===== src/rtl/mac_pkg.sv =====
// Shared types and widths for the MAC array control sequencer.
package mac_pkg;

  localparam int unsigned IDX_W          = 4;
  localparam int unsigned SHAMT_W        = 5;
  localparam int unsigned WAIT_CNT_W     = 6;
  localparam int unsigned WAIT_EXTRA_MAX = 15;

  typedef enum logic [2:0] {
    StIdle,
    StWload,
    StIload,
    StCalc,
    StWait,
    StOut
  } state_e;

  // Compute wait: systolic skew (2n+2) plus extra downstream pipeline cycles; max 47.
  function automatic logic [WAIT_CNT_W-1:0] wait_len(logic [IDX_W-1:0] n, int unsigned extra);
    return WAIT_CNT_W'({n, 1'b0}) + WAIT_CNT_W'(2) + WAIT_CNT_W'(extra);
  endfunction

endpackage


===== src/rtl/mac_seq_ctrl.sv =====
// Job sequencer for the MAC array control path: weight-row loads, input-column loads,
// compute start, fill/compute wait and output-row drain. All outputs are registered.
// Optional build macro MAC_SEQ_WREUSE_EN adds KEEP_W to skip WLOAD when weights are reusable.
module mac_seq_ctrl
  import mac_pkg::*;
#(
  parameter int unsigned WAIT_EXTRA = 0
) (
  input  logic               CLK,
  input  logic               RSTN,
  input  logic               START,
  input  logic [IDX_W-1:0]   N_CFG,
  input  logic [SHAMT_W-1:0] SHAMT_CFG,
  input  logic               STALL,
`ifdef MAC_SEQ_WREUSE_EN
  input  logic               KEEP_W,
`endif
  output logic               BUSY,
  output logic               DONE,
  output logic               START_CALC,
  output logic               WLoad,
  output logic               ILoad,
  output logic               OWrite,
  output logic [SHAMT_W-1:0] shamt,
  output logic [IDX_W-1:0]   WROW,
  output logic [IDX_W-1:0]   ICOL,
  output logic [IDX_W-1:0]   ODST
);

  if (WAIT_EXTRA > WAIT_EXTRA_MAX) begin : gen_bad_wait_extra
    $error("WAIT_EXTRA out of range 0..15");
  end

  state_e                state_q, state_d;
  logic [IDX_W-1:0]      n_q, n_d;
  logic [WAIT_CNT_W-1:0] cnt_q, cnt_d;
  logic [SHAMT_W-1:0]    shamt_q, shamt_d;
  logic [IDX_W-1:0]      wrow_q, wrow_d, icol_q, icol_d, odst_q, odst_d;
  logic                  busy_q, busy_d, done_q, done_d, start_calc_q, start_calc_d;
  logic                  wload_q, wload_d, iload_q, iload_d, owrite_q, owrite_d;
  logic                  issued, last_idx, wait_last, skip_w;
`ifdef MAC_SEQ_WREUSE_EN
  logic                  reuse_vld_q, reuse_vld_d;
  logic [IDX_W-1:0]      last_n_q, last_n_d;
`endif

  // Next-state, shared phase counter and next registered outputs.
  always_comb begin
    state_d      = state_q;
    n_d          = n_q;
    cnt_d        = cnt_q;
    shamt_d      = shamt_q;
    wrow_d       = wrow_q;
    icol_d       = icol_q;
    odst_d       = odst_q;
    done_d       = 1'b0;
    skip_w       = 1'b0;
    // A stalled cycle issues nothing, so the index only advances after a real strobe.
    issued       = wload_q | iload_q | owrite_q;
    last_idx     = (cnt_q == WAIT_CNT_W'(n_q));
    wait_last    = (cnt_q == wait_len(n_q, WAIT_EXTRA) - WAIT_CNT_W'(1));
`ifdef MAC_SEQ_WREUSE_EN
    reuse_vld_d  = reuse_vld_q;
    last_n_d     = last_n_q;
    skip_w       = KEEP_W && reuse_vld_q && (N_CFG == last_n_q);
`endif

    unique case (state_q)
      StIdle: begin
        if (START) begin
          n_d     = N_CFG;
          shamt_d = SHAMT_CFG;
          cnt_d   = '0;
          wrow_d  = '0;
          icol_d  = '0;
          odst_d  = '0;
          state_d = skip_w ? StIload : StWload;
`ifdef MAC_SEQ_WREUSE_EN
          reuse_vld_d = 1'b0;
`endif
        end
      end
      StWload: begin
        if (issued) begin
          cnt_d = last_idx ? '0 : cnt_q + WAIT_CNT_W'(1);
          if (last_idx) state_d = StIload;
        end
      end
      StIload: begin
        if (issued) begin
          cnt_d = last_idx ? '0 : cnt_q + WAIT_CNT_W'(1);
          if (last_idx) state_d = StCalc;
        end
      end
      StCalc: begin
        cnt_d   = '0;
        state_d = StWait;
      end
      StWait: begin
        cnt_d = wait_last ? '0 : cnt_q + WAIT_CNT_W'(1);
        if (wait_last) state_d = StOut;
      end
      StOut: begin
        if (issued) begin
          cnt_d = last_idx ? '0 : cnt_q + WAIT_CNT_W'(1);
          if (last_idx) begin
            state_d = StIdle;
            done_d  = 1'b1;
`ifdef MAC_SEQ_WREUSE_EN
            reuse_vld_d = 1'b1;
            last_n_d    = n_q;
`endif
          end
        end
      end
      default: state_d = StIdle;
    endcase

    // Index outputs follow the counter only inside their own phase.
    case (state_d)
      StWload: wrow_d = cnt_d[IDX_W-1:0];
      StIload: icol_d = cnt_d[IDX_W-1:0];
      StOut:   odst_d = cnt_d[IDX_W-1:0];
      default: ;
    endcase

    wload_d      = (state_d == StWload) && !STALL;
    iload_d      = (state_d == StIload) && !STALL;
    owrite_d     = (state_d == StOut) && !STALL;
    start_calc_d = (state_d == StCalc);
    busy_d       = (state_d != StIdle);
  end

  // State and output registers with synchronous active-low reset.
  always_ff @(posedge CLK) begin
    if (!RSTN) begin
      state_q      <= StIdle;
      n_q          <= '0;
      cnt_q        <= '0;
      shamt_q      <= '0;
      wrow_q       <= '0;
      icol_q       <= '0;
      odst_q       <= '0;
      busy_q       <= 1'b0;
      done_q       <= 1'b0;
      start_calc_q <= 1'b0;
      wload_q      <= 1'b0;
      iload_q      <= 1'b0;
      owrite_q     <= 1'b0;
`ifdef MAC_SEQ_WREUSE_EN
      reuse_vld_q  <= 1'b0;
      last_n_q     <= '0;
`endif
    end else begin
      state_q      <= state_d;
      n_q          <= n_d;
      cnt_q        <= cnt_d;
      shamt_q      <= shamt_d;
      wrow_q       <= wrow_d;
      icol_q       <= icol_d;
      odst_q       <= odst_d;
      busy_q       <= busy_d;
      done_q       <= done_d;
      start_calc_q <= start_calc_d;
      wload_q      <= wload_d;
      iload_q      <= iload_d;
      owrite_q     <= owrite_d;
`ifdef MAC_SEQ_WREUSE_EN
      reuse_vld_q  <= reuse_vld_d;
      last_n_q     <= last_n_d;
`endif
    end
  end

  assign BUSY       = busy_q;
  assign DONE       = done_q;
  assign START_CALC = start_calc_q;
  assign WLoad      = wload_q;
  assign ILoad      = iload_q;
  assign OWrite     = owrite_q;
  assign shamt      = shamt_q;
  assign WROW       = wrow_q;
  assign ICOL       = icol_q;
  assign ODST       = odst_q;

endmodule


===== config.mk =====
export PLATFORM = sky130hd
export DESIGN_NAME = mac_seq_ctrl
export DESIGN_NICKNAME = d
export VERILOG_FILES = /design/src/rtl/mac_pkg.sv /design/src/rtl/mac_seq_ctrl.sv
export SDC_FILE = /design/constraint.sdc
export NUM_CORES = 1
export LEC_CHECK = 0
export CAP_MARGIN = 5
export CORE_MARGIN = 2
export CORE_UTILIZATION = 53
export DETAILED_ROUTE_END_ITERATION = 10
export GPL_TIMING_DRIVEN = 0
export MAX_ROUTING_LAYER = met4
export PLACE_DENSITY_LB_ADDON = 0.25
export SYNTH_ARGS = -nofsm -noshare
export SYNTH_HDL_FRONTEND = slang
export SYNTH_SLANG_ARGS = --single-unit

===== constraint.sdc =====
create_clock -name CLK -period 4.5 [get_ports CLK]
set_input_delay 0.9 -clock CLK [delete_from_list [all_inputs] [get_ports CLK]]
set_output_delay 0.9 -clock CLK [all_outputs]
set_load 0.02 [all_outputs]

# [Yosys cells after proc, flatten, opt, wreduce, memory -nomap -nowiden]
# Index checks and enable logic that the tools add are counted.
[totals] reg_bits=36 in_bits=13 output_inout_bits=23 wordCells=72
[op_classes] add_sub_neg=3 eq_ne=13 mux=20 bitwise=2 reduce_logical=20
[ops] cell="$mux 3" n=8
[ops] cell="$mux 6" n=4
[ops] cell="$pmux 6 s4" n=1
[ops] cell="$mux 4" n=5
[ops] cell="$pmux 3 s6" n=1
[ops] cell="$eq 3x2->1 const B" n=4
[ops] cell="$reduce_bool 2->1" n=6
[ops] cell="$eq 3x3->1 const B" n=3
[ops] cell="$reduce_and 2->1" n=4
[ops] cell="$add 5x2->6 const B" n=1
[ops] cell="$add 6x1->6 const B" n=1
[ops] cell="$eq 3x1->1 const B" n=2
[ops] cell="$eq 6x4->1" n=1
[ops] cell="$eq 6x6->1" n=1
[ops] cell="$reduce_and 3->1" n=2
[ops] cell="$sub 6x1->6 const B" n=1
[ops] cell="$reduce_bool 4->1" n=1
[ops] cell="$logic_and 1x1->1" n=3
[ops] cell="$logic_not 3->1" n=1
[ops] cell="$reduce_bool 3->1" n=1
[ops] cell="$reduce_or 3->1" n=1
[ops] cell="$ne 2x1->1 const B" n=1
[ops] cell="$ne 2x2->1 const B" n=1
[ops] cell="$or 1x1->1" n=2
[ops] cell="2 further kinds" n=2

# [Depth between registers and ports, before layout]
[logic_depth] depth_word=8 mapped_depth=8 depth_no_buf=6

# [Worst setup path before layout]
# Ideal clock, no wire load.
[synth_path] path_kind="input to register" startpoint="input port START" endpoint="register icol_q[2] (netlist: ICOL[2])" setup_ns=0.138 arrival_ns=1.872 required_time_ns=4.362 setup_slack_ns=2.489 cell_stages=6 n_path_buf=0 path_cell_list="nor3_1 -> a21oi_1 -> o221ai_1 -> and3_1 -> a211oi_1 -> o21ai_0"
[synth_via] elab_chain_cells=5 elab_cells_between_ends=9 classes_between="eq/ne (1); mux (5); reduce/logical (3)"
[synth_rtl] item="start: declaration" line="mac_seq_ctrl.sv:11" source="input logic START,"
[synth_rtl] item="$mux 3" line="mac_seq_ctrl.sv:70" source="if (START) begin"
[synth_rtl] item="$pmux 3 s6" line="mac_seq_ctrl.sv:68" source="unique case (state_q)"
[synth_rtl] item="$eq 3x2->1" line="mac_seq_ctrl.sv:120" source="case (state_d)"
[synth_rtl] item="$reduce_bool 2->1 (no source line)"
[synth_rtl] item="$reduce_and 2->1 (no source line)"
[synth_rtl] item="end signal: assignment" line="mac_seq_ctrl.sv:160" source="icol_q <= icol_d;"
[synth_rtl] item="end: declaration" line="mac_seq_ctrl.sv:38" source="logic [IDX_W-1:0] wrow_q, wrow_d, icol_q, icol_d, odst_q, odst_d;"
# Several ways; a longest one is shown, not always the timed one. The select of a mux whose other input is x is not followed.
# A chain may end at the register's enable or synchronous reset.

# [Worst setup path after layout]
[layout_path] startpoint="input port START" endpoint="register odst_q[2] (netlist: ODST[2])"
[layout_via] elab_chain_cells=5 elab_cells_between_ends=9 classes_between="eq/ne (1); mux (5); reduce/logical (3)"
[layout_rtl] item="$mux 3" line="mac_seq_ctrl.sv:70"
[layout_rtl] item="$pmux 3 s6" line="mac_seq_ctrl.sv:68"
[layout_rtl] item="$eq 3x3->1" line="mac_seq_ctrl.sv:120"
[layout_rtl] item="$reduce_bool 2->1 (no source line)"
[layout_rtl] item="$reduce_and 2->1 (no source line)"
[layout_rtl] item="end signal: assignment" line="mac_seq_ctrl.sv:161" source="odst_q <= odst_d;"
[layout_rtl] item="end: declaration" line="mac_seq_ctrl.sv:38"
# Several ways; a longest one is shown, not always the timed one. The select of a mux whose other input is x is not followed.

==> summary.txt <==
Run status
  – Status: finished, final reports clean

Route
  – Via density per instance: 5.63
  – Final wirelength: 3740 µm
  – DR iter-0 viols: 94
  – Vias: 1502
  – Drt first pass iters: 4
  – WL/cell: 14.0 µm
  – Antenna Nets Post-Route: 0
  – Remaining DRCs: 0

Worst setup path
  – CP top delay family: compound AO/OA/AOI/OAI gates
  – CP bufs+invs: 1
  – Worst setup SP type: input port
  – Crit-path cells: clkdlybuf4s50_1 > nor3_1 > a21oi_1 > o221ai_1 > and3_1 > a211oi_1 > o21ai_0
  – Reg2reg end: ODST[2]
  – Crit Path Max Fanout: 6
  – Worst setup path class: input port to flip-flop
  – Reg2Reg Depth: 7
  – Slowest stage cell, crit path: clkdlybuf4s50_1
  – FF-to-FF setup slack: 2200 ps
  – CP Capture Type: flip-flop
  – Critical path's largest stage delay: 500 ps
  – Critical Path AT: 2870 ps
  – Crit path required time: 4690 ps
  – Reg2reg start: cnt_q[2]

Run
  – Max-cap check violation count: 0

Yosys
  – Post-synth EDFFs: 0
  – Main synth FF type: dfxtp_1
  – Yosys cell types: 38
  – XOR/XNOR share of the synthesized area: 0.0491
  – Mapped Avg Cell Area: 8.32 µm²
  – Register area share after synthesis: 0.449
  – Register bit total from synthesis: 36
  – Post-synthesis mux area share: 0.0125
  – Number of synthesis warnings: 0
  – Adder and majority cell fraction of the synthesized area: 0.00779
  – Async S/R FF share, synth: 0
  – Compound-Gate Fraction of Synth Area: 0.210
  – Syn Std Cell Area: 0.00161 mm²
  – Largest family of logic cells by synthesized area: simple AND/OR/NAND/NOR gates
  – Post-Syn Instances: 193
  – Cell accounting for the most synthesized area: dfxtp_1
  – Simple-Gate Fraction of Synth Area: 0.222
  – Syn nets: 207
  – Synth top area cells: dfxtp_1 (45%), a21oi_1 (6.2%), nand2_1 (6.1%)
  – Top cell type's share of synthesized area: 0.449

Floorplanning
  – Full die area: 0.00349 mm²
  – I/O pins: 36
  – Core ar.: 0.00281 mm²
  – Die X-Extent: 59.0 µm
  – Initial Util: 0.572
  – Row count: 19
  – Die height: 59.0 µm

Layout
  – # fillers: 229
  – Layout cells sized above 1: 0.0763
  – Synth-to-Final Area Change: 27.7%
  – NumNets Final: 249
  – N_diodes: 0

CTS
  – Worst-path clk slew: 110 ps
  – Clock latency at the later pin of the worst-skew pair: 340 ps
  – Clock buffer count from CTS: 5
  – CTS root buffer: clkbuf_4
  – Post-CTS Setup Bufs: 0
  – H-tree Lvls: 2
  – CTS Sinks: 36
  – Max Buffers Root-to-Sink: 2
  – TritonCTS clock tree: yes
  – Post-CTS sizing: 0
  – Hold buffer count at CTS: 0

Power
  – Maximum vdd drop: 0.349 mV
  – Combinational power share: 0.168
  – PwrDens: 299 mW/mm²
  – Sw Share: 0.291
  – Sw Pwr: 178 µW
  – Internal power: 435 µW
  – Reg power frac: 0.551
  – Leakage: 0.768 nW
  – Clk network pwr share: 0.281

Timing
  – Worst-Margin Slew: 589 ps
  – Final setup fails: 0
  – Setup ws final: 1830 ps
  – FMAX: 374 MHz
  – Relative slew slack: 0.596
  – Minimum clock period: 2670 ps
  – Fin Setup TNS: 0 ps
  – RSZ-0062 raised after global routing: false
  – Fin Clk Skew: 4.15 ps
  – Period utilization: 0.594
  – Hold Fails Final Rpt: 0
  – Final Max Slew Viols: 0

Global routing
  – GRT Overall Usage: 0.245
  – Pin count of the biggest net entering global routing: 13
  – Initial antenna violation count: 0
  – Vias in the first global route: 1462
  – Overflow after GRT: 0
  – First-pass GRT wire length: 6350 µm

Hold path
  – Hold EP: WROW[0]
  – Min-Delay Path Class: flip-flop to flip-flop
  – Worst hold stages: 2
  – Hold_sp: WROW[0]

Placed design
  – Routability cong.: 0.955
  – Dpl ws: 1490 ps
  – Port bufs: 35
  – Final HPWL DP: 2840 µm
final cells by class:
| cell class | count | area, µm² | share of cell area |
|---|---|---|---|
| Inverter | 9 | 33.8 | 0.0165 |
| Clock inverter | 3 | 18.8 | 0.00915 |
| Sequential cell | 36 | 721 | 0.351 |
| Buffer | 9 | 46.3 | 0.0226 |
| Tap cell | 31 | 38.8 | 0.0189 |
| Timing Repair Buffer | 35 | 350 | 0.171 |
| Clock buffer | 5 | 37.5 | 0.0183 |
| Multi-Input combinational cell | 139 | 805 | 0.392 |
layer usage:
layer  vias to the layer above  wire length (µm)  track usage
met5                         -                 0            -
met4                         0                45       0.0909
met3                         6               228       0.0611
met2                        53              1860        0.392
met1                       684              1610        0.298
li1                        759                 -            -
synthesized netlist by cell type, drive strengths merged (4+ instances only):
master,n
buf,5
nand2,26
clkbuf,4
dfxtp,36
nor2,11
nand3,14
xnor2,8
inv,8
o21ai,15
nor3,8
a21oi,20
through the flow:
step	cells	cell area, µm²	util	hold WS (ps)	power (mW)
2_1_floorplan	193	1610	-	473	0.406
4_1_cts	267	2050	0.731	475	0.616
3_5_place_dp	259	1990	0.711	455	0.447
3_3_place_gp	259	1990	0.711	443	0.444
5_1_grt	267	2050	0.731	497	0.641
6_report	267	2050	0.731	469	0.613
tightest hold or removal path: stages, from the launching register on:
cell	delay, ps
dfxtp_1	320
nand2_1	50
mux2i_1	60
how the worst max path moves through the flow:
stage / from / end / slack [ps] / cells past startpoint
final: START / ODST[2] / 1830 / 7
after global routing: START / ODST[2] / 1710 / 7
after CTS: START / ODST[2] / 1840 / 7
after detailed placement: START / ODST[2] / 1490 / 7
after global placement: START / ODST[2] / 1630 / 7
after floorplan: START / ICOL[2] / 2490 / 6
cells by family after synthesis:
kind of cell | Yosys count
multiplexers | 2
AND/OR/NAND/NOR | 75
buffers and inverters | 18
flip-flops | 36
AO/OA/AOI/OAI | 52
XOR/XNOR | 9
adder cells (fa/ha/maj) | 1
registers in the layout, summed over array words and instances (netlist names), 3 cells and up:
signal,cells
ICOL,4
ODST,4
WROW,4
cnt_q,6
n_q,4
shamt,5
state_q,3
power groups by stage:
| stage | registers [mW] | logic [mW] | clock network, mW |
|---|---|---|---|
| floorplan | 0.354 | 0.0513 | 0 |
| global placement | 0.345 | 0.0999 | 0 |
| detailed placement | 0.345 | 0.102 | 0 |
| CTS | 0.338 | 0.103 | 0.175 |
| global route | 0.339 | 0.113 | 0.189 |
| finish | 0.338 | 0.103 | 0.172 |
cell usage in the layout, fill, tap and decap left out, types with 2 or more instances in the layout:
| master | n |
|---|---|
| nand3_1 | 14 |
| a21oi_1 | 20 |
| nor2_1 | 11 |
| xnor2_1 | 8 |
| clkbuf_1 | 4 |
| nand2_1 | 26 |
| nor2b_1 | 3 |
| clkbuf_4 | 5 |
| mux2i_1 | 2 |
| o21ai_0 | 14 |
| clkinv_2 | 2 |
| clkdlybuf4s50_1 | 35 |
| or3_1 | 2 |
| o31ai_1 | 3 |
| buf_2 | 4 |
| nor3_1 | 8 |
| and2_1 | 3 |
| nand2b_1 | 3 |
| a211oi_1 | 3 |
| a21o_2 | 2 |
| inv_1 | 8 |
| dfxtp_1 | 36 |
Power figures use the tool's default switching activity.
